==> config.mk <==
export PLATFORM = sky130hd
export DESIGN_NAME = conv_pass_scheduler
export DESIGN_NICKNAME = d
export VERILOG_FILES = /design/src/rtl/conv_pass_scheduler.sv
export SDC_FILE = /design/constraint.sdc
export NUM_CORES = 1
export LEC_CHECK = 0
export BUFFER_PORTS_ARGS = -buffer_cell sky130_fd_sc_hd__buf_2
export CAP_MARGIN = 0
export CORE_MARGIN = 5
export CORE_UTILIZATION = 50
export CTS_CLUSTER_DIAMETER = 80
export DETAILED_ROUTE_END_ITERATION = 8
export GPL_ROUTABILITY_DRIVEN = 0
export PLACE_DENSITY_LB_ADDON = 0.12
export SLEW_MARGIN = 20
export SYNTH_ARGS = -nofsm -noshare
export SYNTH_HDL_FRONTEND = slang
export SYNTH_SLANG_ARGS = --single-unit
==> constraint.sdc <==
create_clock -name clk -period 2.35 [get_ports clk]
set_input_delay 0.47 -clock clk [delete_from_list [all_inputs] [get_ports clk]]
set_output_delay 0.47 -clock clk [all_outputs]
set_load 0.02 [all_outputs]
==> src/rtl/conv_pass_scheduler.sv <==
// Layer sequencer for the convolution core: per (co, ci) pass it fetches NW weights,
// launches one datapath pass, waits for completion, then advances the channel indices.
module conv_pass_scheduler #(
  parameter  int unsigned KERNEL_SIZE = 3,
  parameter  int unsigned CI          = 3,
  parameter  int unsigned CO          = 8,
  localparam int unsigned NW          = KERNEL_SIZE * KERNEL_SIZE,
  localparam int unsigned CIW         = (CI > 1) ? $clog2(CI) : 1,
  localparam int unsigned COW         = (CO > 1) ? $clog2(CO) : 1
) (
  input  logic           clk,
  input  logic           rst_n,
  input  logic           start,
  input  logic           pass_done,
  output logic           busy,
  output logic           wgt_read,
  output logic [NW-1:0]  set_wgt,
  output logic           pass_start,
  output logic           first_ci,
  output logic           last_ci,
  output logic [CIW-1:0] ci_idx,
  output logic [COW-1:0] co_idx,
  output logic           done
);

  localparam int unsigned WW = (NW > 1) ? $clog2(NW) : 1;

  typedef enum logic [2:0] {
    S_IDLE  = 3'd0,
    S_LOAD  = 3'd1,
    S_ISSUE = 3'd2,
    S_WAIT  = 3'd3,
    S_NEXT  = 3'd4,
    S_DONE  = 3'd5
  } state_t;

  state_t         r_state, w_state_nxt;
  logic [WW-1:0]  r_wcnt, w_wcnt_nxt;
  logic [CIW-1:0] r_ci, w_ci_nxt;
  logic [COW-1:0] r_co, w_co_nxt;
  logic [NW-1:0]  r_set_wgt, w_set_wgt_nxt;
  logic           r_busy, r_wgt_read, r_pass_start, r_first_ci, r_last_ci, r_done;
  logic           w_busy_nxt;

  // Next state, counters and the values every output will take next cycle
  always_comb begin
    w_state_nxt   = r_state;
    w_wcnt_nxt    = r_wcnt;
    w_ci_nxt      = r_ci;
    w_co_nxt      = r_co;
    w_set_wgt_nxt = '0;
    unique case (r_state)
      S_IDLE: begin
        if (start) begin
          w_state_nxt = S_LOAD;
          w_wcnt_nxt  = '0;
          w_ci_nxt    = '0;
          w_co_nxt    = '0;
        end
      end
      S_LOAD: begin
        // First fetched word lands in the highest weight register
        w_set_wgt_nxt = NW'(1) << (WW'(NW - 1) - r_wcnt);
        if (r_wcnt == WW'(NW - 1)) begin
          w_state_nxt = S_ISSUE;
          w_wcnt_nxt  = '0;
        end else begin
          w_wcnt_nxt = r_wcnt + WW'(1);
        end
      end
      S_ISSUE: w_state_nxt = S_WAIT;
      S_WAIT: begin
        if (pass_done) w_state_nxt = S_NEXT;
      end
      S_NEXT: begin
        if (r_ci < CIW'(CI - 1)) begin
          w_ci_nxt    = r_ci + CIW'(1);
          w_state_nxt = S_LOAD;
        end else if (r_co < COW'(CO - 1)) begin
          w_ci_nxt    = '0;
          w_co_nxt    = r_co + COW'(1);
          w_state_nxt = S_LOAD;
        end else begin
          w_state_nxt = S_DONE;
        end
      end
      S_DONE:  w_state_nxt = S_IDLE;
      default: w_state_nxt = S_IDLE;
    endcase
    w_busy_nxt = (w_state_nxt != S_IDLE);
  end

  always_ff @(posedge clk or negedge rst_n) begin
    if (!rst_n) begin
      r_state      <= S_IDLE;
      r_wcnt       <= '0;
      r_ci         <= '0;
      r_co         <= '0;
      r_set_wgt    <= '0;
      r_busy       <= 1'b0;
      r_wgt_read   <= 1'b0;
      r_pass_start <= 1'b0;
      r_first_ci   <= 1'b0;
      r_last_ci    <= 1'b0;
      r_done       <= 1'b0;
    end else begin
      r_state      <= w_state_nxt;
      r_wcnt       <= w_wcnt_nxt;
      r_ci         <= w_ci_nxt;
      r_co         <= w_co_nxt;
      r_set_wgt    <= w_set_wgt_nxt;
      r_busy       <= w_busy_nxt;
      r_wgt_read   <= (w_state_nxt == S_LOAD);
      r_pass_start <= (w_state_nxt == S_ISSUE);
      r_first_ci   <= w_busy_nxt && (w_ci_nxt == '0);
      r_last_ci    <= w_busy_nxt && (w_ci_nxt == CIW'(CI - 1));
      r_done       <= (w_state_nxt == S_DONE);
    end
  end

  assign busy       = r_busy;
  assign wgt_read   = r_wgt_read;
  assign set_wgt    = r_set_wgt;
  assign pass_start = r_pass_start;
  assign first_ci   = r_first_ci;
  assign last_ci    = r_last_ci;
  assign ci_idx     = r_ci;
  assign co_idx     = r_co;
  assign done       = r_done;

endmodule

==> summary.txt, run 1 <==
Layout
  • Share of layout cells above drive strength 1: 20.5%
  • Final Net Count: 178
  • Fin area: 1580 um^2
  • Utilization after layout: 57.6%
  • Area Overhead vs Synth: 10.5%
  • Finished Layout Cells: 197
  • Antenna diodes: 0

Yosys
  • Post-Syn Instances: 144
  • Ys async rst share: 100%
  • Predominant post-synthesis flop cell: dfrtp_1
  • Yosys reg bits: 27
  • EDFF count, synth: 0
  • Syn Nets: 155
  • Cell Area, Synth: 1430 um^2
  • Synth Warn #: 0
  • Post-synthesis sequential area ratio: 47.4%
  • Synth cell types: 40
  • Syn_area_per_cell: 9.90 um^2

STA
  • Post-route clock skew: 0.00477 ns
  • Setup TNS: 0 ns
  • Slew headroom: 60.9%
  • Slew @ Worst Pin: 0.587 ns
  • RSZ-0062 raised after global routing: no
  • Setup violations, final: 0
  • Final slew viol count: 0
  • Fmax: 564 MHz
  • Final Hold Fails: 0
  • Final min period: 1.77 ns
  • Tcrit/Tclk final: 75.4%

Drt
  • TritonRoute pass-1 iters: 4
  • Met3 WL post-DR: 128 um
  • Wire per inst: 14.9 um
  • Met2 wire length: 1550 um
  • Metal-1 WL: 1220 um
  • DRT iter0 DRCs: 26
  • Final WL: 2930 um
  • Post-DRT Antenna Nets: 0
  • Via Count: 1167
  • Top routing layer used: met4
  • DR vias/cell: 5.92
  • Remaining DRCs: 0

Floorplan
  • Die Wd: 63.4 um
  • Die ar.: 4020 um^2
  • Die H: 63.4 um
  • Initial Util: 52.1%
  • Core footprint: 2730 um^2
  • I/O pins: 24
  • FP Rows: 19

Worst hold path
  • Worst hold path class: in -> async

Pwr
  • Static Leak: 0.769 nW
  • VDD IR max: 0.638 mV
  • Pwr dens: 1110 nW/um^2

Global routing
  • Largest net degree at the start of global routing: 28
  • Initial antenna violation count: 0
  • Remaining global-route overflow: 0
  • All-Layer GR Usage: 15.4%
  • First-pass GRT wire length: 5120 um
  • Number of global-route vias before repair: 1164

Setup path
  • Max FO, Critical Path: 10
  • Kind of end point of the critical path: flip-flop
  • CP arrival: 1.98 ns
  • CP max stage delay: 0.54 ns
  • Slowest CP cell: dfrtp_1
  • Critical Path Start Type: flip-flop
  • CP cell instances: inv_1, ha_1, nor2b_1, a21oi_1, o22ai_1
  • WS Path Type: reg -> reg
  • Worst EP required: 2.56 ns

Status
  • Outcome: finished clean

Clock tree
  • Clk slew on worst S/H paths: 0.14 ns
  • Hold Buf Count CTS: 0
  • TritonCTS clock tree: built
  • CTS Buffer Depth: 2
  • H-tree depth: 1
  • # Post-CTS Setup Buffers: 0
  • CTS Root Cell: clkbuf_4
  • Clock Sinks: 27
  • Resize count post-CTS: 0
  • Num CTS Buffers: 3
  • Clk_lat worst skew: 0.32 ns

Flow run
  • Total of max-cap violations: 0

Place
  • IO Port Bufs: 23
  • Area after DPL: 1550 um^2
  • Post-placement cell count: 193
  • HPWL Detailed: 2200 um
[metrics by stage]
stage	setup slack, ns	power [mW]	hold WS (ns)
after CTS	0.594	1.75	0.137
after global routing	0.422	1.88	0.154
after global placement	0.699	1.53	0.499
after floorplan	0.808	1.35	0.174
after detailed placement	0.608	1.56	0.500
final	0.578	1.74	0.124
[path summary, 6_finish.rpt]
path	start	to	slack (ns)	cells after the start
max	r_wcnt[0]$_DFFE_PN0P_	set_wgt[8]$_DFF_PN0_	0.58	5
min	rst_n	set_wgt[0]$_DFF_PN0_	0.12	1
max reg2reg	r_wcnt[0]$_DFFE_PN0P_	set_wgt[8]$_DFF_PN0_	0.58	5
min reg2reg	r_wcnt[3]$_DFFE_PN0P_	set_wgt[8]$_DFF_PN0_	0.59	1
max in group asynchronous	rst_n	r_wcnt[2]$_DFFE_PN0P_	1.84	1
min in group clk	start	co_idx[2]$_DFFE_PN0P_	0.44	2
[power breakdown]
part / total, mW / internal, mW / switching (mW)
Clock: 0.199 / 0.0650 / 0.134
Combinational: 0.831 / 0.289 / 0.542
Sequential: 0.715 / 0.585 / 0.131
[sequential cells by signal, summed over array words and instances, names as in the netlist]
name        count
set_wgt         9
co_idx          3
ci_idx          2
first_ci        1
last_ci         1
wgt_read        1
done            1
busy            1
r_wcnt          4
r_state         3
pass_start      1
[metal layers]
layer	vias up	track usage (%)
met5	-	0
met4	0	6.49
met3	4	2.84
met2	27	28.4
met1	561	17.0
li1	575	-
[critical path: cells and delay by family (launching register included)]
kind / cells / cell delay (ns)
AND/OR/NAND/NOR: 1 / 0.21
flip-flops: 1 / 0.54
adder cells (fa/ha/maj): 1 / 0.26
buffers and inverters: 1 / 0.13
AO/OA/AOI/OAI: 2 / 0.51
[area by class of cell]
type / count / area (um^2)
Inverter: 7 / 26.3
Tap cell: 31 / 38.8
Fill cell: 252 / 1160
Multi-Input combinational cell: 104 / 682
Clock inverter: 1 / 7.51
Sequential cell: 27 / 676
Timing Repair Buffer: 24 / 123
Clock buffer: 3 / 22.5
[placed cells by master (no fill, tap or decap), types with 3 or more instances in the layout]
master / Yosys / layout
or2_1: 3 / 3
nor2_1: 8 / 8
a21oi_1: 10 / 10
buf_2: 3 / 23
o21ai_0: 3 / 3
and3_1: 4 / 4
clkbuf_4: 0 / 3
nor2b_1: 3 / 3
dfrtp_1: 27 / 27
ha_1: 7 / 7
nand2_1: 9 / 9
nand3_1: 8 / 8
inv_1: 6 / 6
o21ai_1: 10 / 10
nand4_1: 11 / 11
[cell families (layout without fill, tap and decap cells)]
kind of cell	count (synthesis)	count (layout)	share of synthesized area, %
multiplexers	1	1	0.702
adder cells (fa/ha/maj)	7	7	6.15
AO/OA/AOI/OAI	38	38	16.7
AND/OR/NAND/NOR	58	58	24.3
flip-flops	27	27	47.4
buffers and inverters	13	35	4.74
[cells in the mapped netlist (3+ instances only)]
cell type / n / area, um^2
dfrtp_1: 27 / 676
nand4_1: 11 / 68.8
a21oi_1: 10 / 50.1
o21ai_1: 10 / 50.1
nand2_1: 9 / 33.8
nand3_1: 8 / 40.0
nor2_1: 8 / 30.0
ha_1: 7 / 87.6
inv_1: 6 / 22.5
and3_1: 4 / 25.0
buf_2: 3 / 15.0
nor2b_1: 3 / 18.8
o21ai_0: 3 / 15.0
or2_1: 3 / 18.8
Power figures use the tool's default switching activity.
==> run 2, diff against run 1 <==
==> constraint.sdc (replaced) <==
create_clock -name clk -period 1.69 [get_ports clk]
set_input_delay 0.338 -clock clk [delete_from_list [all_inputs] [get_ports clk]]
set_output_delay 0.338 -clock clk [all_outputs]
set_load 0.02 [all_outputs]
==> run 2 against run 1 <==
Compared with the run above: cell area rose by 3.3%; clock skew grew 0.00079 ns; largest cell class unchanged; global-route usage up 1.0 points; combinational power up 60%; non-clock buffer count increased by 7; wire length increased by 6.8%; clock power is 43% higher; critical path type unchanged; core utilization increased by 1.9 points; the run now ends with negative hold slack left; critical path depth stayed put; sequential power grew 32%.
==> summary.txt, run 2 (synthesis results as in run 1) <==
Status
  • Outcome: complete, but fails checks
  • Failing checks: negative hold slack

STA
  • Fmax: 621 MHz
  • Slew @ Worst Pin: 0.599 ns
  • Setup TNS: 0 ns
  • Post-route clock skew: 0.00556 ns
  • Final slew viol count: 0
  • Tcrit/Tclk final: 95.3%
  • Final Hold Fails: 7
  • RSZ-0062 raised after global routing: no
  • Final min period: 1.61 ns
  • Setup violations, final: 0
  • Slew headroom: 60.0%
  • Hold_ws: -0.00171 ns

Pwr
  • Pwr dens: 1570 nW/um^2
  • Power, Total: 2.56 mW
  • Static Leak: 0.802 nW
  • VDD IR max: 0.953 mV

Global routing
  • All-Layer GR Usage: 16.5%
  • First-pass GRT wire length: 5380 um
  • Initial antenna violation count: 0
  • Number of global-route vias before repair: 1226
  • Remaining global-route overflow: 0
  • Largest net degree at the start of global routing: 28

Drt
  • Remaining DRCs: 0
  • TritonRoute pass-1 iters: 4
  • Final WL: 3130 um
  • DR vias/cell: 6.01
  • DRT iter0 DRCs: 64
  • Wire per inst: 15.4 um
  • Post-DRT Antenna Nets: 0
  • Via Count: 1227

Setup path
  • RR Startpoint: r_wcnt[1]$_DFFE_PN0P_
  • CP max stage delay: 0.42 ns
  • Max FO, Critical Path: 6
  • R2R cell count: 5
  • RR Endpoint: r_state[1]$_DFF_PN0_
  • Worst EP required: 1.94 ns
  • Critical Path Start Type: flip-flop
  • CP cell instances: inv_1, ha_1, nand3b_1, or3b_1, a21oi_1
  • Critical path origin: r_wcnt[1]$_DFFE_PN0P_
  • CP arrival: 1.86 ns
  • Slowest CP cell: or3b_1
  • R2r setup slk: 0.08 ns
  • CP Capture Point: r_state[1]$_DFF_PN0_
  • Kind of end point of the critical path: flip-flop
  • WS Path Type: reg -> reg

Clock tree
  • CTS Buffer Depth: 2
  • Num CTS Buffers: 3
  • Clk slew on worst S/H paths: 0.15 ns
  • Resize count post-CTS: 0
  • Hold Buf Count CTS: 0
  • TritonCTS clock tree: built
  • # Post-CTS Setup Buffers: 0
  • Clock Sinks: 27
  • Clk_lat worst skew: 0.32 ns
  • CTS Root Cell: clkbuf_4
  • H-tree depth: 1

Floorplan
  • Die ar.: 4020 um^2
  • FP Rows: 19
  • I/O pins: 24
  • Core footprint: 2730 um^2
  • Initial Util: 52.1%
  • Die Wd: 63.4 um
  • Die H: 63.4 um

Layout
  • Share of layout cells above drive strength 1: 23.7%
  • Final Net Count: 185
  • Antenna diodes: 0
  • Multi-input logic area: 682 um^2
  • Layout fillers: 235
  • Finished Layout Cells: 204
  • Utilization after layout: 59.5%
  • Register area: 676 um^2
  • Most common cell after layout, fill and taps aside: dfrtp_1
  • Area Overhead vs Synth: 14.2%
  • Max FFs per register: 9
  • Most frequent cells in the layout: 27 x dfrtp_1, 23 x buf_2, 11 x nand4_1

Place
  • Post-placement cell count: 200
  • IO Port Bufs: 23
  • HPWL Detailed: 2300 um

Flow run
  • Total of max-cap violations: 0

Worst hold path
  • Worst hold path class: in -> async
==> run 2: cell types whose count changed in the layout (fill, tap and decap cells not counted), sizes merged <==
cell  delta
buf      +7
==> run 2: worst min path at each step <==
stage	start	slack [ns]	end	depth (start not counted)
6_report	rst_n	-0.002	set_wgt[0]$_DFF_PN0_	1
5_1_grt	rst_n	0.02	set_wgt[0]$_DFF_PN0_	1
4_1_cts	rst_n	0.006	r_wcnt[1]$_DFFE_PN0P_	1
3_5_place_dp	rst_n	0.37	r_wcnt[1]$_DFFE_PN0P_	1
3_3_place_gp	rst_n	0.36	r_wcnt[1]$_DFFE_PN0P_	1
2_1_floorplan	rst_n	0.04	busy$_DFF_PN0_	0
==> run 2: worst max-delay path: cells and delay by family, from the launching register on <==
| family | cells | cell delay [ns] |
|---|---|---|
| AO/OA/AOI/OAI | 1 | 0.16 |
| AND/OR/NAND/NOR | 2 | 0.62 |
| flip-flops | 1 | 0.40 |
| buffers and inverters | 1 | 0.12 |
| adder cells (fa/ha/maj) | 1 | 0.23 |
==> run 2: through the flow <==
step | setup slack [ns] | hold slack (ns) | instance area, um^2
3_5_place_dp | 0.129 | 0.374 | 1600
4_1_cts | 0.0807 | 0.00636 | 1630
6_report | 0.0796 | -0.00171 | 1630
3_3_place_gp | 0.224 | 0.364 | 1600
5_1_grt | 0.00471 | 0.0185 | 1630
2_1_floorplan | 0.148 | 0.0424 | 1430
==> run 2: power by group <==
part | switching, mW | internal (mW) | leakage, nW
Sequential | 0.132 | 0.813 | 0.356
Combinational | 0.837 | 0.491 | 0.433
Clock | 0.195 | 0.0903 | 0.0139
Total | 1.16 | 1.39 | 0.802
==> run 2: metal layers <==
metal / track usage (%) / up-vias / routed length, um
met4: 4.94 / 0 / 43
li1: - / 594 / -
met1: 19.2 / 600 / 1300
met5: 0 / - / 0
met3: 3.02 / 4 / 141
met2: 30.2 / 29 / 1650
==> run 2: area by class of cell <==
class,instances,share of cell area [%]
Tap cell,31,2.38
Clock buffer,3,1.38
Timing Repair Buffer,31,10.8
Inverter,7,1.61
Multi-Input combinational cell,104,41.9
Clock inverter,1,0.461
Sequential cell,27,41.5
